===== src/rtl/lcd_pkg.sv =====
// Shared constants and state encoding for the LCD text feeder.
// The helper functions build DDRAM commands and classify received bytes.
package lcd_pkg;

    localparam logic [7:0] LCD_CMD_SET_DDRAM = 8'h80;
    localparam logic [7:0] LCD_LINE1_OFS     = 8'h40;
    localparam logic [7:0] ASCII_CR          = 8'h0D;
    localparam logic [7:0] ASCII_LF          = 8'h0A;
    localparam logic [7:0] ASCII_BS          = 8'h08;
    localparam logic [7:0] ASCII_SPACE       = 8'h20;
    localparam logic [7:0] PRINT_MIN         = 8'h20;
    localparam logic [7:0] PRINT_MAX         = 8'h7E;

    typedef enum logic [1:0] {
        ST_IDLE,
        ST_FETCH,
        ST_DECODE,
        ST_PRESENT
    } feed_state_t;

    function automatic logic [7:0] ddram_addr(
        input logic       line,
        input logic [3:0] col
    );
        logic [7:0] ofs;
        ofs = line ? LCD_LINE1_OFS : 8'h00;
        return LCD_CMD_SET_DDRAM | ofs | {4'h0, col};
    endfunction

    function automatic logic is_printable(input logic [7:0] b);
        return (b >= PRINT_MIN) && (b <= PRINT_MAX);
    endfunction

endpackage


===== src/rtl/byte_fifo.sv =====
// Small byte FIFO with wrap-bit pointers; flush wins over push and pop.
// Storage is not reset, only the pointers are.
module byte_fifo #(
    parameter int DEPTH = 8
) (
    input  logic                   CLK_400Hz,
    input  logic                   resetn,
    input  logic                   flush,
    input  logic                   push,
    input  logic                   pop,
    input  logic [7:0]             wdata,
    output logic [7:0]             rdata,
    output logic                   full,
    output logic                   empty,
    output logic [$clog2(DEPTH):0] level
);

    localparam int AW = $clog2(DEPTH);

    logic [7:0]  mem [DEPTH];
    logic [AW:0] wr_ptr;
    logic [AW:0] rd_ptr;
    logic        do_push;
    logic        do_pop;

    assign full  = (wr_ptr[AW] != rd_ptr[AW]) &&
                   (wr_ptr[AW-1:0] == rd_ptr[AW-1:0]);
    assign empty = (wr_ptr == rd_ptr);
    assign level = wr_ptr - rd_ptr;
    assign rdata = mem[rd_ptr[AW-1:0]];

    assign do_push = push && !full && !flush;
    assign do_pop  = pop && !empty && !flush;

    always_ff @(posedge CLK_400Hz) begin
        if (do_push) begin
            mem[wr_ptr[AW-1:0]] <= wdata;
        end
    end

    always_ff @(posedge CLK_400Hz or negedge resetn) begin
        if (!resetn) begin
            wr_ptr <= '0;
            rd_ptr <= '0;
        end else if (flush) begin
            wr_ptr <= '0;
            rd_ptr <= '0;
        end else begin
            if (do_push) begin
                wr_ptr <= wr_ptr + 1'b1;
            end
            if (do_pop) begin
                rd_ptr <= rd_ptr + 1'b1;
            end
        end
    end

endmodule


===== src/rtl/lcd_text_feeder.sv =====
// Buffers UART bytes, tracks a 2-line cursor and hands printable
// characters with their DDRAM address to the LCD FSM.
module lcd_text_feeder
    import lcd_pkg::*;
#(
    parameter int DEPTH = 8,
    parameter int COLS  = 16
) (
    input  logic                   CLK_400Hz,
    input  logic                   resetn,
    input  logic [7:0]             rx_data,
    input  logic                   rx_valid,
    output logic                   rx_ready,
    input  logic                   cursor_clear,
    output logic [7:0]             characterIN,
    output logic [7:0]             addressIN,
    output logic                   char_valid,
    input  logic                   char_ack,
    output logic [$clog2(DEPTH):0] fifo_level
);

    localparam logic [3:0] LAST_COL = 4'(COLS - 1);

    feed_state_t state;
    logic [7:0]  byte_q;
    logic [7:0]  head;
    logic        full;
    logic        empty;
    logic        pop;
    logic        line;
    logic [3:0]  col;

    assign rx_ready = ~full;
    assign pop      = (state == ST_FETCH);

    byte_fifo #(
        .DEPTH(DEPTH)
    ) u_fifo (
        .CLK_400Hz(CLK_400Hz),
        .resetn   (resetn),
        .flush    (cursor_clear),
        .push     (rx_valid),
        .pop      (pop),
        .wdata    (rx_data),
        .rdata    (head),
        .full     (full),
        .empty    (empty),
        .level    (fifo_level)
    );

    always_ff @(posedge CLK_400Hz or negedge resetn) begin
        if (!resetn) begin
            state       <= ST_IDLE;
            byte_q      <= 8'h00;
            line        <= 1'b0;
            col         <= '0;
            char_valid  <= 1'b0;
            characterIN <= ASCII_SPACE;
            addressIN   <= LCD_CMD_SET_DDRAM;
        end else if (cursor_clear) begin
            state      <= ST_IDLE;
            line       <= 1'b0;
            col        <= '0;
            char_valid <= 1'b0;
        end else begin
            unique case (state)
                ST_IDLE: begin
                    if (!empty) begin
                        state <= ST_FETCH;
                    end
                end
                ST_FETCH: begin
                    byte_q <= head;
                    state  <= ST_DECODE;
                end
                ST_DECODE: begin
                    state <= ST_IDLE;
                    if (byte_q == ASCII_CR) begin
                        col <= '0;
                    end else if (byte_q == ASCII_LF) begin
                        line <= ~line;
                        col  <= '0;
                    end else if (byte_q == ASCII_BS) begin
                        // backspace stops at column 0, never crosses lines
                        if (col != '0) begin
                            col <= col - 4'd1;
                        end
                    end else if (is_printable(byte_q)) begin
                        characterIN <= byte_q;
                        addressIN   <= ddram_addr(line, col);
                        char_valid  <= 1'b1;
                        state       <= ST_PRESENT;
                    end
                end
                ST_PRESENT: begin
                    if (char_ack) begin
                        char_valid <= 1'b0;
                        state      <= ST_IDLE;
                        if (col == LAST_COL) begin
                            col  <= '0;
                            line <= ~line;
                        end else begin
                            col <= col + 4'd1;
                        end
                    end
                end
                default: begin
                    state <= ST_IDLE;
                end
            endcase
        end
    end

endmodule


===== config.mk =====
export PLATFORM = sky130hd
export DESIGN_NAME = lcd_text_feeder
export DESIGN_NICKNAME = d
export VERILOG_FILES = /design/src/rtl/lcd_pkg.sv /design/src/rtl/byte_fifo.sv /design/src/rtl/lcd_text_feeder.sv
export SDC_FILE = /design/constraint.sdc
export NUM_CORES = 1
export LEC_CHECK = 0
export ABC_AREA = 1
export CORE_ASPECT_RATIO = 1.75
export CORE_MARGIN = 1
export CORE_UTILIZATION = 55
export CTS_BUF_LIST = sky130_fd_sc_hd__clkbuf_4 sky130_fd_sc_hd__clkbuf_8 sky130_fd_sc_hd__clkbuf_16
export DETAILED_ROUTE_END_ITERATION = 7
export GPL_TIMING_DRIVEN = 0
export HOLD_SLACK_MARGIN = 0.08
export PLACE_DENSITY_LB_ADDON = 0.1
export SYNTH_ARGS = -nofsm -noshare
export SYNTH_HDL_FRONTEND = slang
export SYNTH_SLANG_ARGS = --single-unit

===== constraint.sdc =====
create_clock -name CLK_400Hz -period 5 [get_ports CLK_400Hz]
set_input_delay 1 -clock CLK_400Hz [delete_from_list [all_inputs] [get_ports CLK_400Hz]]
set_output_delay 1 -clock CLK_400Hz [all_outputs]
set_load 0.03 [all_outputs]

==> flow_summary.ini, run 1 <==
[status]
status = finished with violations
failed_checks = design-rule violations

[die]
die_h_um = 123.4
row_count = 43
floorplan.die.width_um = 71.35
start_util = 0.5773
die-area_um2 = 8800
core_area_um2 = 8016
design.portCount = 35

[synthesis]
synth-simple-area-share = 0.1846
async_flop_share = 0.3663
yosysTopAreaCellShare = 0.4152
synth_mux_area_frac = 0
syn_area_um2 = 4628
synthDistinctLibCells = 35
avgSynthCellArea_um2 = 10.13
synth-xor-area-share = 0.01135
synth-main-ff-cell = edfxtp_1
synth_top_family_by_area = simple AND/OR/NAND/NOR gates
yosysSeqAreaShare = 0.6156
syn_inst = 457
synth_compound_area_frac = 0.1076
yosys.area_share.adder = 0.02595
yosys_register_bits = 101
synth_edf_count = 64
ys.warnings.count = 0
ys_top_cells_by_area = edfxtp_1 (42%), dfrtp_1 (19%), nand2_1 (7.5%)
synth_top_cell_by_area = edfxtp_1

[grt]
antenna_found_initial = 0
grt_max_degree = 38
grt_use_met3 = 0.03993
grt_pass1_wl_mm = 15.86
grt.total_usage = 0.2504
met2_usage = 0.4440
grt-ovfl-total = 0
grt-busiest-layer = met2
grt_pass1_vias = 3281
met1_usage = 0.2636

[sta]
timing.slew.headroom = 0.3662
setup-tns-final_ns = 0
layout_setup_ws_ns = 1.030
rsz0062_at_grt = false
post-route-min-period_ns = 3.970
finalCritPeriodShare = 0.7941
tightest_slew_ns = 0.9471
fin_worst_skew_ns = 0.007061
hold_viol_final = 0
maxSlewViolCount = 0
worst_hold_slack_ns = 0.4689
setup_viol = 0
max_freq_mhz = 251.9

[clock_network]
post_cts_buffers = 0
cts_tree = built
hold_buffers = 0
clkSinkCount = 101
cts-root-buf = clkbuf_16
h-tree-depth = 3
clk_latency_ns = 0.35
clk_pin_slew_worst_paths_ns = 0.07
cts_resized = 0
cts_buffer_depth = 2
numCtsBuffers = 9

[drt]
drcViolationCount = 5
ant_nets = 0
drt_iter0_drc = 271
routedWlPerCell_um = 16.79
vias_per_cell = 5.599
dr.pass1.iters = 7
drt-total-wl_mm = 10.01
vias = 3337

[final_layout]
diodes = 0
multi_input_area_um2 = 1551
drive_gt1_frac = 0.1265
syn2layout_area_growth_pct = 16.33
nets = 523
register_area_um2 = 2849
fillers = 643

[critical_path]
critPathMaxFanout = 10
cp_data_required_time_ns = 4.00
arrival_ns = 2.97
crit_path_start_kind = flip-flop
critPathBufInv = 4
cp_cell_sequence = buf_2 > inv_1 > clkbuf_1 > ha_1 > a21oi_1 > o21ai_0 > xor2_1 > clkdlybuf4s50_1
crit_type = reg -> out
timing.rr.start = u_fifo.rd_ptr[2]$_DFFE_PN0P_
endpoint_kind = primary output
slowest_stage = clkdlybuf4s50_1
reg2reg_slack_ns = 1.71
crit_family = buffers and inverters
cp-startpoint = u_fifo.rd_ptr[2]$_DFFE_PN0P_
slowest_delay_ns = 0.69

[worst_hold_path]
hold_class = reg -> reg
min-delay-start = addressIN[6]$_DFFE_PN0P_

[place]
hpwl_mm = 7.013
io_buffers = 31
pre_cts_slack_ns = 1.430
gp_congestion = 0.9193

[pwr]
p_leak_nw = 2.180
vdd_ir_drop_max_mv = 0.3205
p_per_area_nw_per_um2 = 529.5

[job]
max-cap-violations = 0
-- cell families (layout without fill, tap and decap cells) --
logic type,after synthesis,in the layout
other cells,2,3
simple gates,201,201
compound gates,84,84
buf+inv,54,102
fa+ha+maj,9,9
xor+xnor,6,6
flops,101,101
-- registers in the layout, indices dropped and copies added, names as in the netlist --
signal / flops
byte_q: 8
char_valid: 1
characterIN: 8
addressIN: 5
state: 2
col: 4
u_fifo.wr_ptr: 4
u_fifo.mem: 64
line: 1
u_fifo.rd_ptr: 4
-- worst min-delay path, delay by kind of cell (launching register included) --
family	cells	cell delay (ns)
AND/OR/NAND/NOR	2	0.09
flip-flops	1	0.34
-- report_power, final --
group          leakage [nW]  switching [mW]  internal [mW]
Sequential             1.06          0.0823           1.01
Clock                 0.151           0.301          0.436
Combinational         0.968           0.662          0.365
Total                  2.18            1.04           1.81
-- area by class of cell --
type,count,area share
sequential,101,0.5292
multi-input combinational,303,0.2882
timing repair buffer,32,0.05763
clock buffer,9,0.04183
inverter,35,0.02487
buffer,19,0.02092
tap,90,0.02092
clock inverter,7,0.01650
-- routing by layer --
metal / vias up / wire length (um)
met5: - / 0
li1: 1621 / -
met2: 114 / 5375
met1: 1565 / 3611
met3: 37 / 514
met4: 0 / 507
-- worst paths after layout --
check,end,cells past startpoint
max,fifo_level[3],8
min,addressIN[6]$_DFFE_PN0P_,2
max reg2reg,u_fifo.mem[0][4]$_DFFE_PP_,11
min reg2reg,addressIN[6]$_DFFE_PN0P_,2
max in group asynchronous,byte_q[4]$_DFFE_PN0P_,1
min in group asynchronous,byte_q[7]$_DFFE_PN0P_,1
-- Yosys cell counts, drive strengths merged (8+ instances only) --
cell type,n
edfxtp,64
a21oi,9
nand3,24
o211ai,13
nand2,95
inv,33
o21ai,57
buf,14
nor2,72
nor3,8
ha,8
dfrtp,36
-- metrics by stage --
| step | power [mW] | std cells | instance area, um2 | utilization |
|---|---|---|---|---|
| after floorplan | 1.788 | 458 | 4632 | - |
| after global placement | 2.105 | 579 | 5055 | 0.6306 |
| after detailed placement | 2.130 | 580 | 5070 | 0.6324 |
| after CTS | 2.858 | 596 | 5384 | 0.6716 |
| after global routing | 3.002 | 596 | 5384 | 0.6716 |
| final | 2.851 | 596 | 5384 | 0.6716 |
-- placed cells by master (no fill, tap or decap), types with 6 or more instances in the layout --
cell type / count
clkbuf_16: 9
edfxtp_1: 64
a21oi_1: 9
o21ai_0: 46
nand3_1: 24
ha_1: 8
nand2_1: 92
dfrtp_1: 36
inv_2: 6
buf_2: 10
inv_1: 26
nor2_1: 65
clkdlybuf4s50_1: 30
o211ai_1: 13
o21ai_2: 10
Note: power is estimated with default switching activity, not from simulation.
==> run 2: changes to the inputs <==
clock period = 3.8 ns   (was 5 ns; I/O delays follow)
==> run 2 against run 1 <==
  * The flow still finishes with violations (design-rule violations)
  * Core utilization barely moved
  * Die area stayed put
  * Final area about the same
  * Hold slack worse by 0.00050 ns
  * Largest power group unchanged
==> flow_summary.ini, run 2 (same netlist as run 1, synthesis figures left out) <==
[status]
failed_checks = design-rule violations
status = finished with violations

[drt]
drt_iter0_drc = 274
routedWlPerCell_um = 16.87
drt-total-wl_mm = 10.04
drcViolationCount = 5
vias_per_cell = 5.659
dr.pass1.iters = 6
vias = 3367
ant_nets = 0

[sta]
tightest_slew_ns = 1.005
setup-tns-final_ns = 0
timing.slew.headroom = 0.3274
fin_worst_skew_ns = 0.006637
setup_viol = 0
max_freq_mhz = 283.0
post-route-min-period_ns = 3.534
finalCritPeriodShare = 0.9300
rsz0062_at_grt = false
maxSlewViolCount = 0
hold_viol_final = 0

[final_layout]
diodes = 0
register_area_um2 = 2849
multi_input_area_um2 = 1551
drive_gt1_frac = 0.1267
largest_register_ffs = 64
instances_no_fill = 595
fin_util = 0.6711
final_cell_mix = nand2_1 (92), nor2_1 (65), edfxtp_1 (64)
syn2layout_area_growth_pct = 16.25
nets = 522
fillers = 645
final_common_cell = nand2_1

[critical_path]
cp_data_required_time_ns = 3.04
arrival_ns = 2.77
crit_path_start_kind = flip-flop
endpoint_kind = primary output
reg2reg_slack_ns = 0.67
crit_type = reg -> out
critPathMaxFanout = 11

[grt]
grt_pass1_wl_mm = 15.86
antenna_found_initial = 0
grt_pass1_vias = 3281
grt.total_usage = 0.2504
grt_max_degree = 38
grt-ovfl-total = 0

[place]
hpwl_mm = 7.013
dp.cells = 580
io_buffers = 31
gp_congestion = 0.9193

[clock_network]
hold_buffers = 0
clk_latency_ns = 0.34
cts_resized = 0
cts_buffer_depth = 2
cts_tree = built
h-tree-depth = 3
clk_pin_slew_worst_paths_ns = 0.07
cts-root-buf = clkbuf_16
numCtsBuffers = 9
post_cts_buffers = 0
clkSinkCount = 101

[pwr]
p_leak_nw = 2.179
p_per_area_nw_per_um2 = 696.6
power_mw = 3.748
vdd_ir_drop_max_mv = 0.4230

[die]
row_count = 43
core_area_um2 = 8016
start_util = 0.5773
design.portCount = 35
die_h_um = 123.4
die-area_um2 = 8800
floorplan.die.width_um = 71.35

[worst_hold_path]
hold_class = reg -> reg

[job]
max-cap-violations = 0
## run 2: layer usage
metal,share of wire,track usage,up-vias,wire length [um]
met2,0.54,0.4440,116,5403
met1,0.36,0.2636,1593,3660
met4,0.052,0.1875,0,518
met3,0.045,0.03993,38,453
li1,-,-,1620,-
met5,0,0,-,0
## run 2: final timing paths
check / startpoint / cells after the start / end
max in group asynchronous: resetn / 1 / byte_q[3]$_DFFE_PN0P_
hold / removal: characterIN[7]$_DFFE_PN0P_ / 2 / characterIN[7]$_DFFE_PN0P_
min in group asynchronous: resetn / 1 / byte_q[5]$_DFFE_PN0P_
setup / recovery: u_fifo.rd_ptr[2]$_DFFE_PN0P_ / 7 / fifo_level[3]
setup reg to reg: u_fifo.rd_ptr[2]$_DFFE_PN0P_ / 10 / u_fifo.mem[0][3]$_DFFE_PP_
hold reg to reg: characterIN[7]$_DFFE_PN0P_ / 2 / characterIN[7]$_DFFE_PN0P_
## run 2: cell type report
class	instances	area share
Clock inverter	7	0.01651
Clock buffer	9	0.04186
Timing Repair Buffer	32	0.05767
Sequential cell	101	0.5295
Tap cell	90	0.02093
Inverter	35	0.02488
Multi-Input combinational cell	303	0.2884
Buffer	18	0.02023
## run 2: stage by stage
| stage | setup WS [ns] | area (um2) | hold slack, ns |
|---|---|---|---|
| floorplan | 0.9438 | 4632 | 0.4488 |
| global placement | 0.1702 | 5055 | 0.4495 |
| detailed placement | 0.4703 | 5070 | 0.4522 |
| CTS | 0.09098 | 5384 | 0.4700 |
| global route | 0.1025 | 5380 | 0.4869 |
| finish | 0.2659 | 5380 | 0.4684 |
## run 2: where the power goes
part	internal, mW	total, mW	switching, mW
clock	0.573	0.965	0.392
sequential	1.32	1.43	0.108
combinational	0.480	1.35	0.871
## run 2: critical path, stage by stage (launching register included)
cell and delay [ns]:
dfrtp_1 0.33, buf_2 0.25, inv_1 0.29, ha_1 0.43
nand2_1 0.08, o21ai_0 0.19, xor2_1 0.17, clkdlybuf4s50_1 0.69
